$ cat config.mk
export PLATFORM = sky130hd
export DESIGN_NAME = controle_escrita_reg
export DESIGN_NICKNAME = d
export VERILOG_FILES = /design/src/rtl/pkg_proc8.sv /design/src/rtl/fila_escrita.sv /design/src/rtl/controle_escrita_reg.sv
export SDC_FILE = /design/constraint.sdc
export NUM_CORES = 1
export LEC_CHECK = 0
export ABC_AREA = 1
export CAP_MARGIN = 20
export CORE_MARGIN = 8
export CORE_UTILIZATION = 40
export DETAILED_ROUTE_END_ITERATION = 8
export PLACE_DENSITY_LB_ADDON = 0.25
export SETUP_SLACK_MARGIN = 0.05
export SLEW_MARGIN = 30
export SYNTH_ARGS = -nofsm -noshare
export SYNTH_HDL_FRONTEND = slang
export SYNTH_HIERARCHICAL = 1
export SYNTH_SLANG_ARGS = --single-unit
$ cat constraint.sdc
create_clock -name clock -period 5.85 [get_ports clock]
set_input_delay 0.585 -clock clock [delete_from_list [all_inputs] [get_ports clock]]
set_output_delay 0.585 -clock clock [all_outputs]
set_load 0.005 [all_outputs]
$ cat src/rtl/pkg_proc8.sv
// Constants shared by the 8x8 register bank and its write-side controller.
// entrada_t is one pending write: destination register plus data.
package pkg_proc8;

    localparam int LARG_DADO = 8;
    localparam int LARG_END  = 3;

    // Register mirrored from PC; the bank overwrites it every cycle.
    localparam logic [LARG_END-1:0] REG_PC = 3'd5;

    typedef struct packed {
        logic [LARG_END-1:0]  ender;
        logic [LARG_DADO-1:0] dado;
    } entrada_t;

endpackage

$ cat src/rtl/fila_escrita.sv
// fila_escrita: 2-push/1-pop circular FIFO of pending register writes.
// Ports: clock/reset; push_a/dado_a (older), push_b/dado_b (younger, only
// with push_a); pop; cabeca = head entry; vazia; contagem = occupancy;
// entradas/validos expose every slot for hazard comparison.
module fila_escrita
    import pkg_proc8::*;
#(
    parameter int PROF = 4,
    localparam int LP   = $clog2(PROF),
    localparam int LARG = LP + 1
) (
    input  logic                  clock,
    input  logic                  reset,
    input  logic                  push_a,
    input  entrada_t              dado_a,
    input  logic                  push_b,
    input  entrada_t              dado_b,
    input  logic                  pop,
    output entrada_t              cabeca,
    output logic                  vazia,
    output logic [LARG-1:0]       contagem,
    output entrada_t [PROF-1:0]   entradas,
    output logic [PROF-1:0]       validos
);

    logic [LP-1:0] pos_esc;
    logic [LP-1:0] pos_esc1;
    logic [LP-1:0] pos_lei;

    assign pos_esc1 = pos_esc + 1'b1;
    assign cabeca   = entradas[pos_lei];
    assign vazia    = (contagem == '0);

    // Control state; the caller guarantees two free slots before pushing,
    // so a push never lands on the slot being popped.
    always_ff @(posedge clock) begin
        if (reset) begin
            pos_esc  <= '0;
            pos_lei  <= '0;
            contagem <= '0;
            validos  <= '0;
        end else begin
            if (pop) begin
                validos[pos_lei] <= 1'b0;
                pos_lei          <= pos_lei + 1'b1;
            end
            if (push_a) begin
                validos[pos_esc] <= 1'b1;
            end
            if (push_a && push_b) begin
                validos[pos_esc1] <= 1'b1;
            end
            pos_esc  <= pos_esc + LP'(push_a) + LP'(push_a && push_b);
            contagem <= contagem + LARG'(push_a)
                      + LARG'(push_a && push_b) - LARG'(pop);
        end
    end

    // Payload storage needs no reset: validos qualifies every slot.
    always_ff @(posedge clock) begin
        if (push_a) begin
            entradas[pos_esc] <= dado_a;
        end
        if (push_a && push_b) begin
            entradas[pos_esc1] <= dado_b;
        end
    end

endmodule

$ cat src/rtl/controle_escrita_reg.sv
// controle_escrita_reg: orders ALU/load results and issues one register
// write per clock to the bank (PermiteEscr/EscrReg/DadoEscr).
// Ports: ula_* and mem_* result inputs; pronto = room for two entries;
// consulta1/2 -> pendente1/2 hazard flags; erro_pc = dropped PC write.
module controle_escrita_reg
    import pkg_proc8::*;
#(
    parameter int PROF = 4,
    localparam int LARG = $clog2(PROF) + 1
) (
    input  logic                 clock,
    input  logic                 reset,
    input  logic                 ula_valido,
    input  logic [LARG_END-1:0]  ula_reg,
    input  logic [LARG_DADO-1:0] ula_dado,
    input  logic                 mem_valido,
    input  logic [LARG_END-1:0]  mem_reg,
    input  logic [LARG_DADO-1:0] mem_dado,
    output logic                 pronto,
    input  logic [LARG_END-1:0]  consulta1,
    input  logic [LARG_END-1:0]  consulta2,
    output logic                 pendente1,
    output logic                 pendente2,
    output logic                 PermiteEscr,
    output logic [LARG_END-1:0]  EscrReg,
    output logic [LARG_DADO-1:0] DadoEscr,
    output logic                 erro_pc
);

    logic                 mem_ok;
    logic                 ula_ok;
    logic                 e0_v;
    logic                 e1_v;
    entrada_t             e0;
    entrada_t             e1;
    logic                 push_a;
    logic                 push_b;
    entrada_t             dado_a;
    entrada_t             cabeca;
    logic                 vazia;
    logic [LARG-1:0]      contagem;
    entrada_t [PROF-1:0]  entradas;
    logic [PROF-1:0]      validos;
    logic                 emite;
    entrada_t             proxima;

    assign pronto = (contagem <= LARG'(PROF - 2));

    // Writes while not ready and writes to the PC shadow are discarded.
    assign mem_ok = mem_valido && pronto && (mem_reg != REG_PC);
    assign ula_ok = ula_valido && pronto && (ula_reg != REG_PC);

    // Load is older than the ALU result, so it goes first.
    always_comb begin
        e0_v = mem_ok || ula_ok;
        e1_v = mem_ok && ula_ok;
        e0   = mem_ok ? entrada_t'{mem_reg, mem_dado}
                      : entrada_t'{ula_reg, ula_dado};
        e1   = entrada_t'{ula_reg, ula_dado};
    end

    // Empty queue: the oldest new entry bypasses straight to the issue
    // register and only the younger one (if any) is stored.
    always_comb begin
        push_a  = 1'b0;
        push_b  = 1'b0;
        dado_a  = e0;
        emite   = 1'b0;
        proxima = cabeca;
        if (vazia) begin
            emite   = e0_v;
            proxima = e0;
            push_a  = e1_v;
            dado_a  = e1;
        end else begin
            emite   = 1'b1;
            push_a  = e0_v;
            push_b  = e1_v;
        end
    end

    fila_escrita #(
        .PROF(PROF)
    ) u_fila (
        .clock    (clock),
        .reset    (reset),
        .push_a   (push_a),
        .dado_a   (dado_a),
        .push_b   (push_b),
        .dado_b   (e1),
        .pop      (emite && !vazia),
        .cabeca   (cabeca),
        .vazia    (vazia),
        .contagem (contagem),
        .entradas (entradas),
        .validos  (validos)
    );

    always_ff @(posedge clock) begin
        if (reset) begin
            PermiteEscr <= 1'b0;
            EscrReg     <= '0;
            DadoEscr    <= '0;
            erro_pc     <= 1'b0;
        end else begin
            PermiteEscr <= emite;
            if (emite) begin
                EscrReg  <= proxima.ender;
                DadoEscr <= proxima.dado;
            end
            erro_pc <= (mem_valido && mem_reg == REG_PC)
                    || (ula_valido && ula_reg == REG_PC);
        end
    end

    // A register is pending while any queued slot or the write now on
    // the bank port targets it; PC is never reported.
    always_comb begin
        pendente1 = PermiteEscr && (EscrReg == consulta1);
        pendente2 = PermiteEscr && (EscrReg == consulta2);
        for (int i = 0; i < PROF; i++) begin
            if (validos[i] && entradas[i].ender == consulta1) begin
                pendente1 = 1'b1;
            end
            if (validos[i] && entradas[i].ender == consulta2) begin
                pendente2 = 1'b1;
            end
        end
        if (consulta1 == REG_PC) begin
            pendente1 = 1'b0;
        end
        if (consulta2 == REG_PC) begin
            pendente2 = 1'b0;
        end
    end

endmodule

After elaboration in Yosys (flattened, before gate mapping)
Cells that the tools add are included.
- multiplexer cells: 37
- reduce and logical (&&, ||, !) cells: 26
- equality and inequality tests: 16
- add/sub/neg operators: 7
- $lt $le $gt $ge: 7
- bitwise operators: 4
- operator list (cell ; number):
    bitwise mux 44 bit ; 2
    2-to-1 mux 44 bit ; 2
    2-to-1 mux 11 bit ; 6
    demux 11 bit (select 2 bit) ; 2
    equality test 3 bit ; 10
    binary-select mux 11 bit (select 2 bit) ; 1
    logical AND 1 bit ; 22
    2-to-1 mux 4 bit ; 5
    2-to-1 mux 1 bit ; 16
    equality test 3 bit, second input constant ; 4
    < comparator 2 x 3 -> 1 bit, second input constant ; 3
    bitwise OR 4 bit ; 2
    adder 3 x 1 -> 3 bit ; 2
    demux 1 bit (select 2 bit) ; 3
    >= comparator 2 x 1 -> 1 bit, second input constant ; 3
    != test 3 bit, second input constant ; 2
    adder 2 x 1 -> 2 bit ; 2
    adder 2 x 1 -> 2 bit, second input constant ; 2
    AND 4 bit ; 1
    NOT 4 bit ; 1
    <= comparator 3 x 2 -> 1 bit, second input constant ; 1
    logical NOT 3 bit ; 1
    subtractor 3 x 1 -> 3 bit ; 1
    logical OR 1 bit ; 2
    logical NOT 1 bit ; 1
- output and inout port bits: 16
- word-level logic and storage cells: 113
- flip-flop bits (word level): 68

Logic depth before layout (Yosys ltp)
- depth after elaboration: 13
- mapped depth: 16

Modules after synthesis
The synthesis kept the hierarchy.
- by module, submodules not included (module ; cells an instance ; sequential area each (sq um) ; instances ; area an instance (sq um)):
    fila_escrita ; 499 ; 1101.1 ; 1 ; 3057.9
    controle_escrita_reg ; 258 ; 260.2 ; 1 ; 1456.4

Least setup slack after synthesis
No wires, ideal clock.
- path kind: input-to-reg
- start point: input mem_reg[2]
- end point: register u_fila.contagem[2]
- data arrival time: 2.812 ns
- slack: 2.968 ns
- stages: 15
- required time: 5.780 ns
- cell sequence: nand2_1 nor2_4 nor2_8 nor2_8 buf_6 o21ai_0 buf_4 nand2_1 xnor2_1 inv_1 ha_1 o21bai_1 fa_1 nand3b_1 a21oi_1
- longest elaborated chain between the ends: 7
- RTL lines (item ; RTL line ; source):
    start: declaration ; controle_escrita_reg.sv:17 ; input logic [LARG_END-1:0] mem_reg,
    != test 3 bit * ; controle_escrita_reg.sv:50 ; assign mem_ok = mem_valido && pronto && (mem_reg != REG_PC);
    logical AND 1 bit * ; controle_escrita_reg.sv:50 ;
    logical OR 1 bit / logical AND 1 bit (equally long branches) ; controle_escrita_reg.sv:55, controle_escrita_reg.sv:56 ;
    2-to-1 mux 1 bit * ; controle_escrita_reg.sv:70 ; if (vazia) begin
    named net push_a ; controle_escrita_reg.sv:36 ; logic push_a;
    adder 3 x 1 -> 3 bit / logical AND 1 bit (equally long branches) ; fila_escrita.sv:54, fila_escrita.sv:55 ;
    adder 3 x 1 -> 3 bit * ; fila_escrita.sv:55 ; + LARG'(push_a && push_b) - LARG'(pop);
    subtractor 3 x 1 -> 3 bit * ; fila_escrita.sv:55 ;
    end signal: assignment ; fila_escrita.sv:54 ; contagem <= contagem + LARG'(push_a)
    end: declaration ; fila_escrita.sv:21 ; output logic [LARG-1:0] contagem,
Mark *: on every way through the listed nets, which the timed path passes. The rest lies on a longest branch.
A chain may end at the register's enable or synchronous reset.

Worst setup path after layout
- start point: input ula_reg[2]
- end point: register u_fila/entradas[21] (netlist name)
- longest elaborated chain between the ends: 7
- RTL lines (item ; RTL line ; source):
    start: declaration ; controle_escrita_reg.sv:14 ; input logic [LARG_END-1:0] ula_reg,
    != test 3 bit * ; controle_escrita_reg.sv:51 ; assign ula_ok = ula_valido && pronto && (ula_reg != REG_PC);
    logical AND 1 bit * ; controle_escrita_reg.sv:51 ;
    logical OR 1 bit / logical AND 1 bit (equally long branches) ; controle_escrita_reg.sv:55, controle_escrita_reg.sv:56 ;
    2-to-1 mux 1 bit * ; controle_escrita_reg.sv:70 ;
    named net push_a ; controle_escrita_reg.sv:36 ;
    2-to-1 mux 44 bit ; fila_escrita.sv:61 ; if (push_a) begin
    bitwise mux 44 bit ; fila_escrita.sv:65 ; entradas[pos_esc1] <= dado_b;
    2-to-1 mux 44 bit * ; fila_escrita.sv:64 ; if (push_a && push_b) begin
Marks and branches as above.

==> impl_metrics.csv <==
group,metric,value,unit
grt,track_usage,19.9,%
placement,place_inst,909,
synth,synth.top_cells.by_count,"nand2_1 (257), inv_1 (104), nand3_1 (82)",
critical_path,crit_chain,"clkdlybuf4s50_1 -> nand2_1 -> nor2_2 -> nor2_4 -> nor2_8 -> o21ai_1 -> buf_4 -> inv_1 -> nor2_2 -> nand3_1 -> inv_1 -> nand2_1 -> nand2_1",
grt,antenna_found_initial,0,
drt,antenna_left,0,
synth,synth.largest_area_cell,"dfxtp_1",
power_and_ir_drop,sw_frac_of_total,46.8,%
floorplanning,std_cell_rows,38,
timing,hold_viol_final,0,
drt,vias_per_cell,5.28,
timing,tns,0,ns
run_status,outcome,"complete, no violations",
power_and_ir_drop,seq_power_share,30.0,%
timing,post-route-period-util,59.3,%
critical_path,timing.rr.start,"u_fila/contagem[0]$_SDFF_PP0_",
critical_path,crit_start,"ula_reg[2]",
synth,synthArstFlopShare,0,%
final_layout,diodes,0,
clocking,clock_latency,0.33,ns
synth,syn_avg_cell_area,5.96,µm²
power_and_ir_drop,clkPwrFrac,17.5,%
timing,min_period,3.47,ns
clocking,cts_tree,"done",
timing,setup_slack,2.38,ns
clocking,cts_root_buf,"clkbuf_16",
critical_path,crit_path_end_kind,"flop",
worst_hold_path,min_from,"u_fila/validos[1]$_SDFF_PP0_",
critical_path,startpoint_type,"input pin",
drt,routedWlPerCell,15.7,µm
synth,synthTopCellsByArea,"dfxtp_1 (30%), nand2_1 (21%), nand3_1 (9.1%), inv_1 (8.6%), o21ai_0 (4.9%)",
synth,ys_seq_elements,68,
clocking,ctsHoldBuffers,0,
critical_path,cp.arrival,3.74,ns
placement,io_buffer_count,47,
timing,grt_setup_unrepaired,"false",
timing,fin_skew,0.00692,ns
drt,drt_iter0_markers,623,
timing,finalSetupViolations,0,
clocking,path_clk_slew,0.06,ns
critical_path,slowest_stage,"clkdlybuf4s50_1",
drt,drc,0,
final_layout,finalNetCount,820,
clocking,clk_path_buf_depth,2,
synth,synth_top_cell_area_share,30.2,%
placement,pre_cts_ws,2.11,ns
critical_path,slowest_delay,0.57,ns
power_and_ir_drop,pwr_density_cell,539,mW/mm²
critical_path,rr_worst_depth,11,
synth,ys_types,32,
synth,postSynthCellCount,757,
final_layout,nFillCells,1159,
flow_run,drv_cap,0,
drt,wl,14500,µm
synth,ys.flop_type,"dfxtp_1",
worst_hold_path,hp-class,"reg2reg",
grt,grt_pass1_vias,4619,
critical_path,cpMostUsedCell,"nand2_1",
timing,slew_viol_final,0,
worst_hold_path,whs_path_depth,2,
floorplanning,die_x,122,µm
power_and_ir_drop,ir_drop,256,µV
timing,hold_ws,0.492,ns
clocking,h-tree-depth,3,
synth,yosysSeqAreaShare,30.2,%
synth,synthesis.area,0.00451,mm²
floorplanning,core,0.0109,mm²
critical_path,worstSetupPathType,"in2reg",
clocking,cts_made_buffers,9,
timing,slew_headroom,32.3,%
floorplanning,die_area,0.0149,mm²
timing,fmax,288,MHz
critical_path,worst-path-stages,13,
floorplanning,die_h,122,µm
final_layout,drive_above_1_share,4.85,%
critical_path,critPathTopFamily,"simple AND/OR/NAND/NOR gates",
synth,yosysMostFrequentCell,"nand2_1",
critical_path,cp.required,6.12,ns
critical_path,critPathBufInv,4,
placement,place_hpwl,10200,µm
power_and_ir_drop,power_switching,1.33,mW
clocking,cts.repair.resized,0,
clocking,postCtsSetupRepairBufs,0,
drt,drtPass1Iterations,6,
clocking,clock_sinks,68,
power_and_ir_drop,intPower,1.51,mW
grt,grt_max_degree,31,
power_and_ir_drop,power_leakage,2.71,nW
final_layout,areaGrowthSynthToFinish,16.8,%
critical_path,crit_fanout,21,
synth,yosys_warnings,6,
synth,syn_nets,797,
drt,dr_total_vias,4880,
floorplanning,initial_core_util,41.3,%
floorplanning,pin_count,48,
grt,grt.overflow.total,0,
timing,max_slew.worst_pin.slew,1.01,ns
grt,grt_pass1_wl,23500,µm
final_layout,instances_no_fill,924,
placement,gp_routability_congestion,0.942,
synth,synth_edf_count,0,
power_and_ir_drop,comb_power_share,52.5,%
==> area by class of cell <==
| cell class | count | area (µm²) | share of cell area, % |
|---|---|---|---|
| clock buffers | 10 | 239 | 4.53 |
| clock inverters | 5 | 28.8 | 0.546 |
| multi-input cells | 541 | 2550 | 48.4 |
| flip-flops and latches | 68 | 1360 | 25.8 |
| well taps | 140 | 175 | 3.32 |
| repair buffers | 52 | 508 | 9.64 |
| inverters | 108 | 405 | 7.69 |
==> power by group through the flow <==
stage	clock (mW)	sequential [mW]	combinational (mW)
after floorplan	0	0.790	1.09
after global placement	0	0.849	1.43
after detailed placement	0	0.857	1.45
after CTS	0.502	0.848	1.47
after global routing	0.525	0.877	1.69
final	0.498	0.851	1.49
==> cell usage in the layout, fill, tap and decap left out, drive strengths merged, types with 10 or more instances in the layout <==
cell | synthesis | layout
nand2 | 258 | 258
inv | 107 | 107
nand3 | 83 | 83
dfxtp | 68 | 68
nor2 | 62 | 62
o21ai | 55 | 55
clkdlybuf4s50 | 0 | 47
a21oi | 34 | 34
nand4 | 16 | 16
xnor2 | 10 | 10
clkbuf | 17 | 10
==> layer usage <==
metal  share of wire (%)  track usage [%]  vias up
met5                   0                0        -
met4                 2.5             8.61        0
met3                  10             4.36       36
met2                  44             31.0      247
met1                  44             25.9     2188
li1                    -                -     2409
==> per-stage QoR <==
stage / utilization [%] / power (mW) / area (µm²)
after global routing: 48.2 / 3.09 / 5270
after detailed placement: 45.8 / 2.31 / 5000
after global placement: 45.7 / 2.28 / 5000
after floorplan: - / 1.88 / 4510
final: 48.2 / 2.84 / 5270
after CTS: 48.2 / 2.82 / 5270
==> worst reg2reg max path, stage by stage (launching register included) <==
cell      delay, ns
dfxtp_1        0.35
nor3_2         0.18
buf_4          0.30
inv_1          0.50
ha_1           0.53
xnor2_1        0.20
inv_1          0.06
ha_1           0.17
o21bai_1       0.17
fa_1           0.38
nand3b_1       0.17
a21oi_1        0.13
==> logic make-up (layout without fill, tap and decap cells) <==
group	after synthesis	count (layout)	share of synthesized area, %
buffers and inverters	148	175	13.4
adders and majority gates	8	8	2.38
DFF	68	68	30.2
xor gates and xnor gates	15	15	2.91
AOI/OAI and AO/OA	96	96	11.1
and+or+nand+nor	422	422	40.0
==> flip-flops by register name (all words and copies together) (netlist names) <==
| name | count |
|---|---|
| u_fila/validos | 4 |
| DadoEscr | 8 |
| erro_pc | 1 |
| EscrReg | 3 |
| u_fila/entradas | 44 |
| u_fila/pos_esc | 2 |
| PermiteEscr | 1 |
| u_fila/contagem | 3 |
| u_fila/pos_lei | 2 |
==> path summary, 6_finish.rpt <==
path | to | slack, ns
worst max-delay path | u_fila/entradas[21]$_DFF_P_ | 2.38
worst min-delay path | u_fila/validos[1]$_SDFF_PP0_ | 0.49
worst max register to register | u_fila/contagem[2]$_SDFF_PP0_ | 2.64
worst min register to register | u_fila/validos[1]$_SDFF_PP0_ | 0.49
No activity file was read; power rests on OpenSTA's default activity.
